**src/rtl/mem_pkg.sv**
```systemverilog
// Shared defaults and FSM encoding for memory_unit port initiators.
package mem_pkg;

    localparam int MEM_ADDR_W = 14;
    localparam int MEM_DATA_W = 16;
    localparam int MEM_LEN_W  = 4;

    typedef enum logic [1:0] {
        ST_IDLE  = 2'd0,
        ST_ISSUE = 2'd1,
        ST_DRAIN = 2'd2,
        ST_DONE  = 2'd3
    } state_e;

endpackage

```
**src/rtl/mem_port_initiator_rd_tag_pipe.sv**
```systemverilog
// Valid/last tag shift register aligned to the RAM read latency.
module rd_tag_pipe #(
    parameter int DEPTH = 1
) (
    input  logic clk,
    input  logic rst_n,
    input  logic in_vld,
    input  logic in_last,
    output logic out_vld,
    output logic out_last
);

    logic [DEPTH-1:0] vld_q;
    logic [DEPTH-1:0] last_q;

    always_ff @(posedge clk or negedge rst_n) begin
        if (!rst_n) begin
            vld_q  <= '0;
            last_q <= '0;
        end else begin
            vld_q[0]  <= in_vld;
            last_q[0] <= in_vld & in_last;
            for (int i = 1; i < DEPTH; i++) begin
                vld_q[i]  <= vld_q[i-1];
                last_q[i] <= last_q[i-1];
            end
        end
    end

    assign out_vld  = vld_q[DEPTH-1];
    assign out_last = last_q[DEPTH-1];

endmodule

```
**src/rtl/mem_port_initiator.sv**
```systemverilog
// Burst initiator for one memory_unit port: issues one word per cycle,
// realigns read data to the fixed RAM latency.
import mem_pkg::*;

module mem_port_initiator #(
    parameter int ADDR_W = MEM_ADDR_W,
    parameter int DATA_W = MEM_DATA_W,
    parameter int LEN_W  = MEM_LEN_W,
    parameter int RD_LAT = 1
) (
    input  logic              clka,
    input  logic              rst_n,
    input  logic              req_valid,
    output logic              req_ready,
    input  logic              req_we,
    input  logic [ADDR_W-1:0] req_addr,
    input  logic [LEN_W-1:0]  req_len,
    input  logic [DATA_W-1:0] req_wdata,
    output logic              rsp_valid,
    output logic [DATA_W-1:0] rsp_rdata,
    output logic              done,
    output logic              mem_we,
    output logic [ADDR_W-1:0] mem_addr,
    output logic [DATA_W-1:0] mem_din,
    input  logic [DATA_W-1:0] mem_dout
);

    state_e state_q;
    state_e state_d;

    logic             we_q;
    logic [LEN_W-1:0] cnt_q;
    logic             last_word;
    logic             tag_in_vld;
    logic             tag_out_vld;
    logic             tag_out_last;

    assign last_word  = (cnt_q == '0);
    assign tag_in_vld = (state_q == ST_ISSUE) && !we_q;

    rd_tag_pipe #(
        .DEPTH (RD_LAT)
    ) u_tags (
        .clk      (clka),
        .rst_n    (rst_n),
        .in_vld   (tag_in_vld),
        .in_last  (last_word),
        .out_vld  (tag_out_vld),
        .out_last (tag_out_last)
    );

    always_ff @(posedge clka or negedge rst_n) begin
        if (!rst_n) begin
            state_q <= ST_IDLE;
        end else begin
            state_q <= state_d;
        end
    end

    always_comb begin
        state_d = state_q;
        unique case (state_q)
            ST_IDLE: begin
                if (req_valid) state_d = ST_ISSUE;
            end
            ST_ISSUE: begin
                if (last_word) state_d = we_q ? ST_DONE : ST_DRAIN;
            end
            ST_DRAIN: begin
                if (tag_out_last) state_d = ST_DONE;
            end
            ST_DONE: begin
                state_d = ST_IDLE;
            end
            default: state_d = ST_IDLE;
        endcase
    end

    assign req_ready = (state_q == ST_IDLE);
    assign done      = (state_q == ST_DONE);

    always_ff @(posedge clka or negedge rst_n) begin
        if (!rst_n) begin
            we_q      <= 1'b0;
            cnt_q     <= '0;
            mem_we    <= 1'b0;
            mem_addr  <= '0;
            mem_din   <= '0;
            rsp_valid <= 1'b0;
            rsp_rdata <= '0;
        end else begin
            rsp_valid <= tag_out_vld;
            if (tag_out_vld) rsp_rdata <= mem_dout;
            unique case (state_q)
                ST_IDLE: begin
                    if (req_valid) begin
                        we_q     <= req_we;
                        cnt_q    <= req_len;
                        mem_we   <= req_we;
                        mem_addr <= req_addr;
                        if (req_we) mem_din <= req_wdata;
                    end
                end
                ST_ISSUE: begin
                    if (last_word) begin
                        mem_we <= 1'b0;
                    end else begin
                        // natural ADDR_W overflow gives the 0x3FFF -> 0 wrap
                        mem_addr <= mem_addr + ADDR_W'(1);
                        cnt_q    <= cnt_q - LEN_W'(1);
                    end
                end
                default: ;
            endcase
        end
    end

endmodule

```
**config.mk**
```make
export PLATFORM = sky130hd
export DESIGN_NAME = mem_port_initiator
export DESIGN_NICKNAME = d
export VERILOG_FILES = /design/src/rtl/mem_pkg.sv /design/src/rtl/mem_port_initiator_rd_tag_pipe.sv /design/src/rtl/mem_port_initiator.sv
export SDC_FILE = /design/constraint.sdc
export NUM_CORES = 1
export LEC_CHECK = 0
export BUFFER_PORTS_ARGS = -buffer_cell sky130_fd_sc_hd__clkbuf_2
export CAP_MARGIN = 40
export CORE_MARGIN = 4
export CORE_UTILIZATION = 52
export CTS_CLUSTER_SIZE = 14
export DETAILED_ROUTE_END_ITERATION = 10
export HOLD_SLACK_MARGIN = 0.06
export PLACE_DENSITY = 0.94
export SETUP_SLACK_MARGIN = 0.15
export SYNTH_ARGS = -nofsm -noshare
export SYNTH_HDL_FRONTEND = slang
export SYNTH_SLANG_ARGS = --single-unit
export TNS_END_PERCENT = 100
```
**constraint.sdc**
```tcl
create_clock -name clka -period 2.7 [get_ports clka]
set_input_delay 0.27 -clock clka [delete_from_list [all_inputs] [get_ports clka]]
set_output_delay 0.27 -clock clka [all_outputs]
set_load 0.02 [all_outputs]
```
# Word-level counts from Yosys, hierarchy flattened

Index checks and enable logic that the tools add are counted.

Register bits: 57
Output and inout bits: 50
Word-level logic and storage cells: 44

Add/sub/neg operators: 2
Equal/unequal tests: 7
Multiplexer cells: 14
Bitwise operators: 1
Reduce and logical (&&, ||, !) cells: 10

Operators with widths:

| operator              | number |
|---|---|
| $mux 14               | 2 |
| $pmux 14 s2           | 1 |
| $add 14x1->14 const B | 1 |
| $reduce_and 3->1      | 4 |
| $mux 4                | 2 |
| $pmux 2 s4            | 1 |
| $pmux 4 s2            | 1 |
| $mux 2                | 3 |
| $eq 2x2->1 const B    | 2 |
| $logic_not 4->1       | 1 |
| $ne 2x1->1 const B    | 2 |
| $ne 2x2->1 const B    | 2 |
| $sub 4x1->4 const B   | 1 |
| $mux 1                | 3 |
| $eq 2x1->1 const B    | 1 |
| $logic_not 2->1       | 1 |
| $pmux 1 s2            | 1 |
| $reduce_and 2->1      | 1 |
| $reduce_bool 2->1     | 1 |
| $and 1x1->1           | 1 |
| $logic_and 1x1->1     | 1 |
| $logic_not 1->1       | 1 |

# Depth between registers and ports, before layout

Gate-level depths: netlist of run 1.

Word-level depth: 3
Mapped depth: 8
Gate-level depth less buffers: 6

# Hierarchy

A second synthesis of run 1 with hierarchy kept.

Cell total of the unflattened synthesis: 235
Area, all modules: 2627.5 µm²

Modules (own cells, without submodules):

| module             | times used | cells each | area an instance (µm²) | sequential area each (µm²) |
|---|---|---|---|---|
| mem_port_initiator | 1          | 232        | 2571.2                 | 1376.3 |
| rd_tag_pipe        | 1          | 3          | 56.3                   | 50.0 |

# Worst setup path after synthesis of run 1

No wires, ideal clock.

Kind: register -> register
Start: register state_q[0]
End: register mem_addr[2]
Setup time: 0.136 ns
Arrival time: 1.753 ns
Data required time: 2.564 ns
Path slack: 0.811 ns
Stages on the path, launching flop included: 8
Path buffers: 1
Clock period less this slack: 1.889 ns
Cell sequence: dfrtp_1 > inv_1 > ha_1 > mux2i_1 > a21oi_2 > buf_2 > o21a_1 > a2bb2oi_1

Word-level cells in the longest chain between the ends: 3
Elaborated cells on any way between the ends: 7
Those cells by class: 3 x eq/ne; 1 x mux; 3 x reduce/logical

Ends and longest elaborated chain:

| element                                                                 | line                      | RTL |
|---|---|---|
| start: declaration                                                      | mem_port_initiator.sv:28  | `state_e state_q;` |
| start signal: assignment                                                | mem_port_initiator.sv:56  | `state_q <= state_d;` |
| $logic_not 2->1 (*)                                                     | -                         |  |
| via req_ready                                                           | mem_port_initiator.sv:14  | `output logic req_ready,` |
| $ne 2x2->1 (no source line) / $reduce_bool 2->1 (equally long branches) | -                         |  |
| $reduce_and 3->1 (no source line)                                       | -                         |  |
| end signal: assignment                                                  | mem_port_initiator.sv:100 | `mem_addr <= req_addr;` |
| end signal: assignment                                                  | mem_port_initiator.sv:109 | `mem_addr <= mem_addr + ADDR_W'(1);` |
| end: declaration                                                        | mem_port_initiator.sv:23  | `output logic [ADDR_W-1:0] mem_addr,` |

The timed path passes the listed nets; every way through them passes the cells marked *.
A chain may end at the register's enable or synchronous reset.

# Worst setup path after layout of run 1

Start: register state_q[1]
End: register mem_addr[11]

Word-level cells in the longest chain between the ends: 3
Elaborated cells on any way between the ends: 7
Those cells by class: 3 x eq/ne; 1 x mux; 3 x reduce/logical

Ends and longest elaborated chain:

| element                                                                 | line                     | RTL |
|---|---|---|
| $eq 2x1->1 / $logic_not 2->1 (equally long branches)                    | mem_port_initiator.sv:94 | `unique case (state_q)` |
| $ne 2x2->1 (no source line) / $reduce_bool 2->1 (equally long branches) | -                        |  |
| $reduce_and 3->1 (no source line)                                       | -                        |  |

Several ways; a longest one is shown, not always the timed one.

==> impl_results.md, run 1 <==
- CTS Buf Count: 9
- Number of flops mapped to enable cells by yosys: 0
- Vias in the first global route: 2206
- Max-slew violations: 0
- Yosys cell types: 37
- Antenna Violating Nets Remaining: 0
- RSZ-0062 raised after global routing: false
- FILL cells: 383
- Global-route wire length before repair: 10000 microns
- Commonest non-fill, non-tap cell in the layout: clkbuf_2
- Clock-pin slew on the worst setup and hold paths: 0.07 ns
- Worst slew margin: 0.404
- Vias per Instance: 5.42
- Largest net degree at the start of global routing: 29
- Most frequent cells in the layout: clkbuf_2 (103), dfrtp_1 (57), mux2_2 (33)
- Die Ht: 79.0 microns
- Worst path arrival time: 2.48 ns
- Clock buffer depth: 2
- Cell family with most CP delay: compound AO/OA/AOI/OAI gates
- WL final: 6150 microns
- Clock Sinks: 57
- Pwr Density: 1360 nW/um^2
- Cell Area, Synth: 2620 sq um
- Core ar.: 4790 sq um
- Fin crit share: 0.842
- Skew final: 0.0102 ns
- Site Rows: 25
- Htree depth: 3
- Critical Path Max Stage Delay: 0.70 ns
- Share of layout cells above drive strength 1: 0.455
- Pwr Total: 4.63 mW
- CTS Root Cell: clkbuf_8
- Post-synth ARST share: 1.00
- CTS tree: done
- Initial DRC Count: 84
- Post-synthesis register bit count: 57
- Leakage power: 1.65 nW
- Buffers & Inverters on Critical Path: 1
- Max Clock Freq: 0.440 GHz
- Gpl congestion: 0.884
- Initial Util: 0.547
- Min Tclk post-route: 2.27 ns
- Worst-Skew Late Latency: 0.32 ns
- Setup violators final: 0
- Mean area per synthesized cell: 11.3 sq um
- Primary FF master, synth: dfrtp_1
- Max-cap violations: 0
- Final TNS setup: 0 ns
- Max VDD drop: 0.000715 V
- Req. time, crit path: 2.90 ns
- Die ar.: 6240 sq um
- Worst slew pin tran: 0.894 ns
- Startpoint types: flip-flop
- IO Pins: 104
- PortBufs: 103
- Synthesized Nets: 293
- Peak fanout along the critical path: 24
- Nets: 403
- Synth Warn #: 0
- Hold crit path type: in -> reg
- DRT Pass-1 Iters: 5
- Dpl hpwl: 4630 microns
- Mapped Cells: 232
- Setup crit end kind: flip-flop
- Ant. Diodes: 0
- Grt ovf: 0
- CP cell instances: inv_1 -> ha_1 -> mux2i_1 -> a21oi_2 -> and4_1 -> nor3_1
- Setup Crit Path Kind: reg -> reg
- DIE WIDTH: 79.0 microns
- Remaining DRCs: 0
- Status: finished, final reports clean
- Seq/Total Area, Yosys: 0.545
- Area growth, synth to finish: 29.8%
- Initial antenna violation count: 0
- Routed length per placed instance: 14.9 microns
- Final Hold Viols: 0
- CP max stage cell: a21oi_2
- All-Layer GR Usage: 0.207
- Vias after detailed routing: 2243
==> flip-flops by register name, indices dropped and copies added, names as in the netlist <==
register and cells:
mem_din 16, rsp_rdata 16, mem_addr 14, cnt_q 4, state_q 2, mem_we 1, rsp_valid 1, u_tags.out_last 1
u_tags.out_vld 1, we_q 1
==> synthesized netlist by cell type, types with 2 or more instances <==
cell	n	share of area
dfrtp_1	57	0.54
mux2_2	33	0.14
nand2_1	21	0.030
a21oi_1	14	0.027
inv_1	11	0.016
o21ai_0	10	0.019
nor2_1	8	0.011
nor3_1	8	0.015
clkbuf_1	7	0.010
ha_1	7	0.033
nand3_1	7	0.013
o22ai_1	7	0.017
and4_1	4	0.013
nor4_1	4	0.0096
buf_2	3	0.0057
o32ai_1	3	0.010
a211oi_1	2	0.0057
a2bb2oi_1	2	0.0067
a31oi_1	2	0.0048
mux2i_1	2	0.0076
o211ai_1	2	0.0057
o21ai_1	2	0.0038
o31ai_1	2	0.0057
==> path summary, 6_finish.rpt <==
path                                from  cells after the start             end  slack [ns]
min reg2reg                         we_q                      1  u_tags.out_vld        0.50
min                        req_wdata[14]                      2     mem_din[14]        0.18
min in group asynchronous          rst_n                      2    rsp_rdata[2]        0.36
max in group asynchronous          rst_n                      3        cnt_q[1]        1.71
max                           state_q[1]                      6    mem_addr[11]        0.43
max reg2reg                   state_q[1]                      6    mem_addr[11]        0.43
==> metrics by stage <==
stage | hold slack, ns | setup WS [ns] | utilization | cells | cell area [sq um]
CTS | 0.166 | 0.439 | 0.710 | 414 | 3400
finish | 0.178 | 0.426 | 0.710 | 414 | 3400
floorplan | -0.0256 | 0.811 | - | 232 | 2620
detailed placement | 0.156 | 0.445 | 0.672 | 397 | 3210
global route | 0.161 | 0.195 | 0.710 | 414 | 3400
global placement | 0.156 | 0.551 | 0.672 | 397 | 3210
==> timing repair <==
action | in CTS | in global routing
gates resized for setup | 0 | 0
setup buffers | 0 | 0
endpoints found under the hold margin | 10 | 0
setup endpoints to repair | 0 | 0
hold buffers | 1 | 0
==> layer usage <==
metal,vias to the layer above,part of all wire,track usage
met5,-,0,0
met1,1075,0.40,0.254
met4,0,0.0072,0.0808
met3,6,0.062,0.0420
met2,93,0.53,0.358
li1,1069,-,-
==> cells by family after synthesis <==
kind of cell	after synthesis	synth area share
multiplexers	35	0.150
flip-flops	57	0.545
buffers and inverters	21	0.0315
AO/OA/AOI/OAI	51	0.122
adder cells (fa/ha/maj)	7	0.0334
AND/OR/NAND/NOR	61	0.119
==> where the power goes <==
group	switching, mW	internal, mW	total (mW)
clock	0.304	0.383	0.687
sequential	0.353	1.29	1.64
combinational	1.39	0.911	2.30
==> final cells by class <==
cell class / instances / area, sq um / share of cell area
Clock inverter: 2 / 12.5 / 0.00368
Multi-Input combinational cell: 154 / 1110 / 0.326
Clock buffer: 14 / 163 / 0.0478
Tap cell: 67 / 83.8 / 0.0247
Sequential cell: 57 / 1430 / 0.420
Timing Repair Buffer: 109 / 563 / 0.166
Inverter: 11 / 41.3 / 0.0121
==> worst register-to-register path: stages, from the launching register on <==
cell and delay [ns]:
dfrtp_1 0.41, inv_1 0.13, ha_1 0.33, mux2i_1 0.23, a21oi_2 0.70, and4_1 0.31
nor3_1 0.05
(Power assumes the default switching activity.)
==> run 2: changes to the inputs <==
Settings changed: ABC_AREA from default to 1, CORE_UTILIZATION 52 to 44, PLACE_DENSITY 0.94 to 0.85.
Clock period 2.7 ns to 1.9 ns, I/O delays scaled along.
==> run 2 against run 1 <==
Compared with the run above: non-clock buffer count rose by 1; largest power group is now the clock network; sequential power decreased by 26%; synthesized cell count up 24%; cell count rose by 15%; critical path type unchanged; via count up 5.6%; die area increased by 23%; critical endpoint is now mem_din[11]; flip-flop and latch count is the same; fmax is 41% higher; sequential share of layout area is 2.9 points lower; combinational power shrank 96%; area after synthesis increased by 6.3%; highest routed layer unchanged; wire length grew 4.6%.
==> impl_results.md, run 2 <==
- All-Layer GR Usage: 0.179 (-0.0284)
- Post-synthesis xor/xnor area fraction: 0.0157 (+0.0157)
- Mapped Cells: 287 (+24%)
- Cell Area, Synth: 2780 sq um (+6.3%)
- Pwr Density: 745 nW/um^2 (-45%)
- Vias after detailed routing: 2369 (+5.6%)
- Worst slew pin tran: 0.609 ns (-0.285 ns)
- Core ar.: 6030 sq um (+26%)
- PortBufs: 103 (unchanged)
- Synthesized Nets: 348 (+19%)
- Max VDD drop: 0.000417 V (-42%)
- Number of flops mapped to enable cells by yosys: 0 (unchanged)
- Gpl congestion: 0.786 (-11%)
- Grt ovf: 0 (unchanged)
- Status: finished, final reports clean
- Max Clock Freq: 0.619 GHz (+41%)
- Min Tclk post-route: 1.62 ns (-0.658 ns)
- Fin crit share: 0.850 (+0.00822)
- Final WS setup: 0.284 ns (-0.142 ns)
- Vias in the first global route: 2281 (+3.4%)
- Synth cell count leaders: nand2_1 (68), dfrtp_1 (57), nor2_1 (34)
- Initial antenna violation count: 0 (unchanged)
- Most frequent cells in the layout: clkbuf_2 (103), nand2_1 (68), dfrtp_1 (57)
- Worst reg2reg startpoint: state_q[0]
- Reg2reg setup slack: 0.28 ns (-0.14 ns)
- Die Ht: 87.5 microns (+11%)
- Setup WS pre-CTS: 0.141 ns (-0.305 ns)
- Largest net degree at the start of global routing: 38 (+31%)
- Setup crit end kind: flip-flop
- Dpl hpwl: 4940 microns (+6.6%)
- Skew final: 0.00818 ns (-0.00199 ns)
- Clock buffer depth: 2 (unchanged)
- Area growth, synth to finish: 31.3%
- DRT Pass-1 Iters: 4 (-1)
- Leakage power: 2.00 nW (+21%)
- Commonest non-fill, non-tap cell in the layout: clkbuf_2
- CTS Root Cell: clkbuf_8
- Setup Crit Path Kind: reg -> reg
- Busiest layer in global routing: met2
- Final core occ: 0.606 (-0.104)
- Yosys cell types: 28 (-24%)
- Synth Area in Simple Gates: 0.199 (+0.0798)
- Hold crit path type: in -> reg
- Remaining DRCs: 0 (unchanged)
- CTS Buf Count: 9 (unchanged)
- Seq/Total Area, Yosys: 0.513 (-0.0321)
- CTS tree: done
- Worst-Skew Late Latency: 0.33 ns (about the same)
- RSZ-0062 raised after global routing: false
- Final Hold Viols: 0 (unchanged)
- Mean area per synthesized cell: 9.70 sq um (-14%)
- Non-filler cells, final: 477 (+15%)
- Vias per Instance: 4.97 (-8.3%)
- Startpoint types: flip-flop
- Req. time, crit path: 2.12 ns (-0.78 ns)
- Die ar.: 7660 sq um (+23%)
- Max-cap violations: 0 (unchanged)
- Worst setup path endpoint: mem_din[11]
- Worst slew margin: 0.594 (+0.190)
- Ant. Diodes: 0 (unchanged)
- IO Pins: 104 (unchanged)
- Final instance area: 3650 sq um (+7.5%)
- GRT met1 Usage: 0.226 (-0.0279)
- FILL cells: 522 (+36%)
- Max-slew violations: 0 (unchanged)
- Largest family of logic cells by synthesized area: simple AND/OR/NAND/NOR gates
- Combinational Power Share: 0.034 (-0.462)
- Site Rows: 28 (+12%)
- Net switching power: 0.575 mW (-72%)
- Initial DRC Count: 88 (+4.8%)
- Placed instance count: 459 (+16%)
- DP Area: 3370 sq um (+5.0%)
- Cell-internal power: 2.15 mW (-17%)
- Setup violators final: 0 (unchanged)
- Hold WS: 0.0811 ns (-0.0969 ns)
- Routed length per placed instance: 13.5 microns (-9.3%)
- Pwr Total: 2.72 mW (-41%)
- Clock-pin slew on the worst setup and hold paths: 0.08 ns (about the same)
- Antenna Violating Nets Remaining: 0 (unchanged)
- Cells on worst reg2reg path: 6 (unchanged)
- Launch point of the worst path: state_q[0]
- Clock Sinks: 57 (unchanged)
- Post-synthesis register bit count: 57 (unchanged)
- Biggest regs: mem_din: 16 flops, rsp_rdata: 16 flops, mem_addr: 14 flops
- Primary FF master, synth: dfrtp_1
- Reg power frac: 0.446 (+0.091)
- GR Util met2: 0.294 (-0.0639)
- Yosys top cell by area: dfrtp_1
- Share of layout cells above drive strength 1: 0.428 (-0.0275)
- Post-synth ARST share: 1.00 (unchanged)
- Synth Warn #: 0 (unchanged)
- Met3 Use GR: 0.0378 (-0.00411)
- Peak fanout along the critical path: 18 (-25%)
- Final TNS setup: 0 ns (unchanged)
- DIE WIDTH: 87.5 microns (+11%)
- Nets: 458 (+14%)
- WL final: 6430 microns (+4.6%)
- FF-to-FF End: mem_din[11]
- Worst path arrival time: 1.83 ns (-0.65 ns)
- Global-route wire length before repair: 10600 microns (+5.6%)
- Htree depth: 3 (unchanged)
- Synth top area cells: dfrtp_1 (51%), mux2_2 (9.7%), nand2_1 (9.2%)
- Clk pwr share: 0.520 (+0.371)
- Mux contribution to synthesized area: 0.140 (-0.00926)
- Post-synth top area share: 0.513 (-0.0321)
- Initial Util: 0.462 (-0.0854)
- Most frequent cell after synthesis: nand2_1
- Compound-Gate Fraction of Synth Area: 0.0517 (-0.0701)
- Net Sw Frac: 0.211 (-0.230)
- Fraction of the mapped netlist area in adder cells: 0.0315 (-0.00197)
-- run 2: worst min path at each step --
stage                       startpoint  slack (ns)  cells after the start          to
after floorplan                  rst_n       -0.11                      0    cnt_q[0]
after global placement           rst_n        0.22                      1    cnt_q[1]
after detailed placement         rst_n        0.21                      1    cnt_q[1]
after CTS                 req_wdata[2]        0.07                      2  mem_din[2]
after global routing      req_wdata[4]        0.07                      2  mem_din[4]
final                     req_wdata[2]        0.08                      2  mem_din[2]
-- run 2: final cells by class --
type                       instances  area [sq um]  share of cell area
sequential                        57          1430               0.390
multi-input combinational        201          1230               0.336
timing repair buffer             110           583               0.160
clock inverter                     7           125              0.0342
clock buffer                       9           124              0.0339
tap                               75          93.8              0.0257
inverter                          18          72.6              0.0199
-- run 2: kinds of logic after synthesis --
| family | after synthesis |
|---|---|
| AND/OR/NAND/NOR | 131 |
| multiplexers | 32 |
| flip-flops | 57 |
| buffers and inverters | 29 |
| XOR/XNOR | 5 |
| AO/OA/AOI/OAI | 26 |
| adder cells (fa/ha/maj) | 7 |
-- run 2: what timing repair did --
action	4_1_cts	5_1_grt
endpoints found under the hold margin	20	0
hold buffers	1	0
resized for setup	1	4
pin swaps	0	1
setup buffers	0	1
setup endpoints to repair	1	21
-- run 2: power by group through the flow --
stage	registers, mW	logic, mW	clock network, mW
after floorplan	1.24	0.0101	0
after global placement	1.24	0.0921	0
after detailed placement	1.24	0.0948	0
after CTS	1.21	0.0972	1.44
after global routing	1.21	0.108	1.51
final	1.21	0.0937	1.42
-- run 2: metal layers --
metal,up-vias,routed length (microns)
li1,1163,-
met1,1119,2710
met2,81,3190
met3,6,462
met4,0,61
met5,-,0
-- run 2: worst max-delay path, stage by stage (launching register included) --
cell,delay (ns)
dfrtp_1,0.42
inv_1,0.11
ha_2,0.23
nand2_2,0.10
inv_2,0.05
nand2_4,0.22
mux2_2,0.37
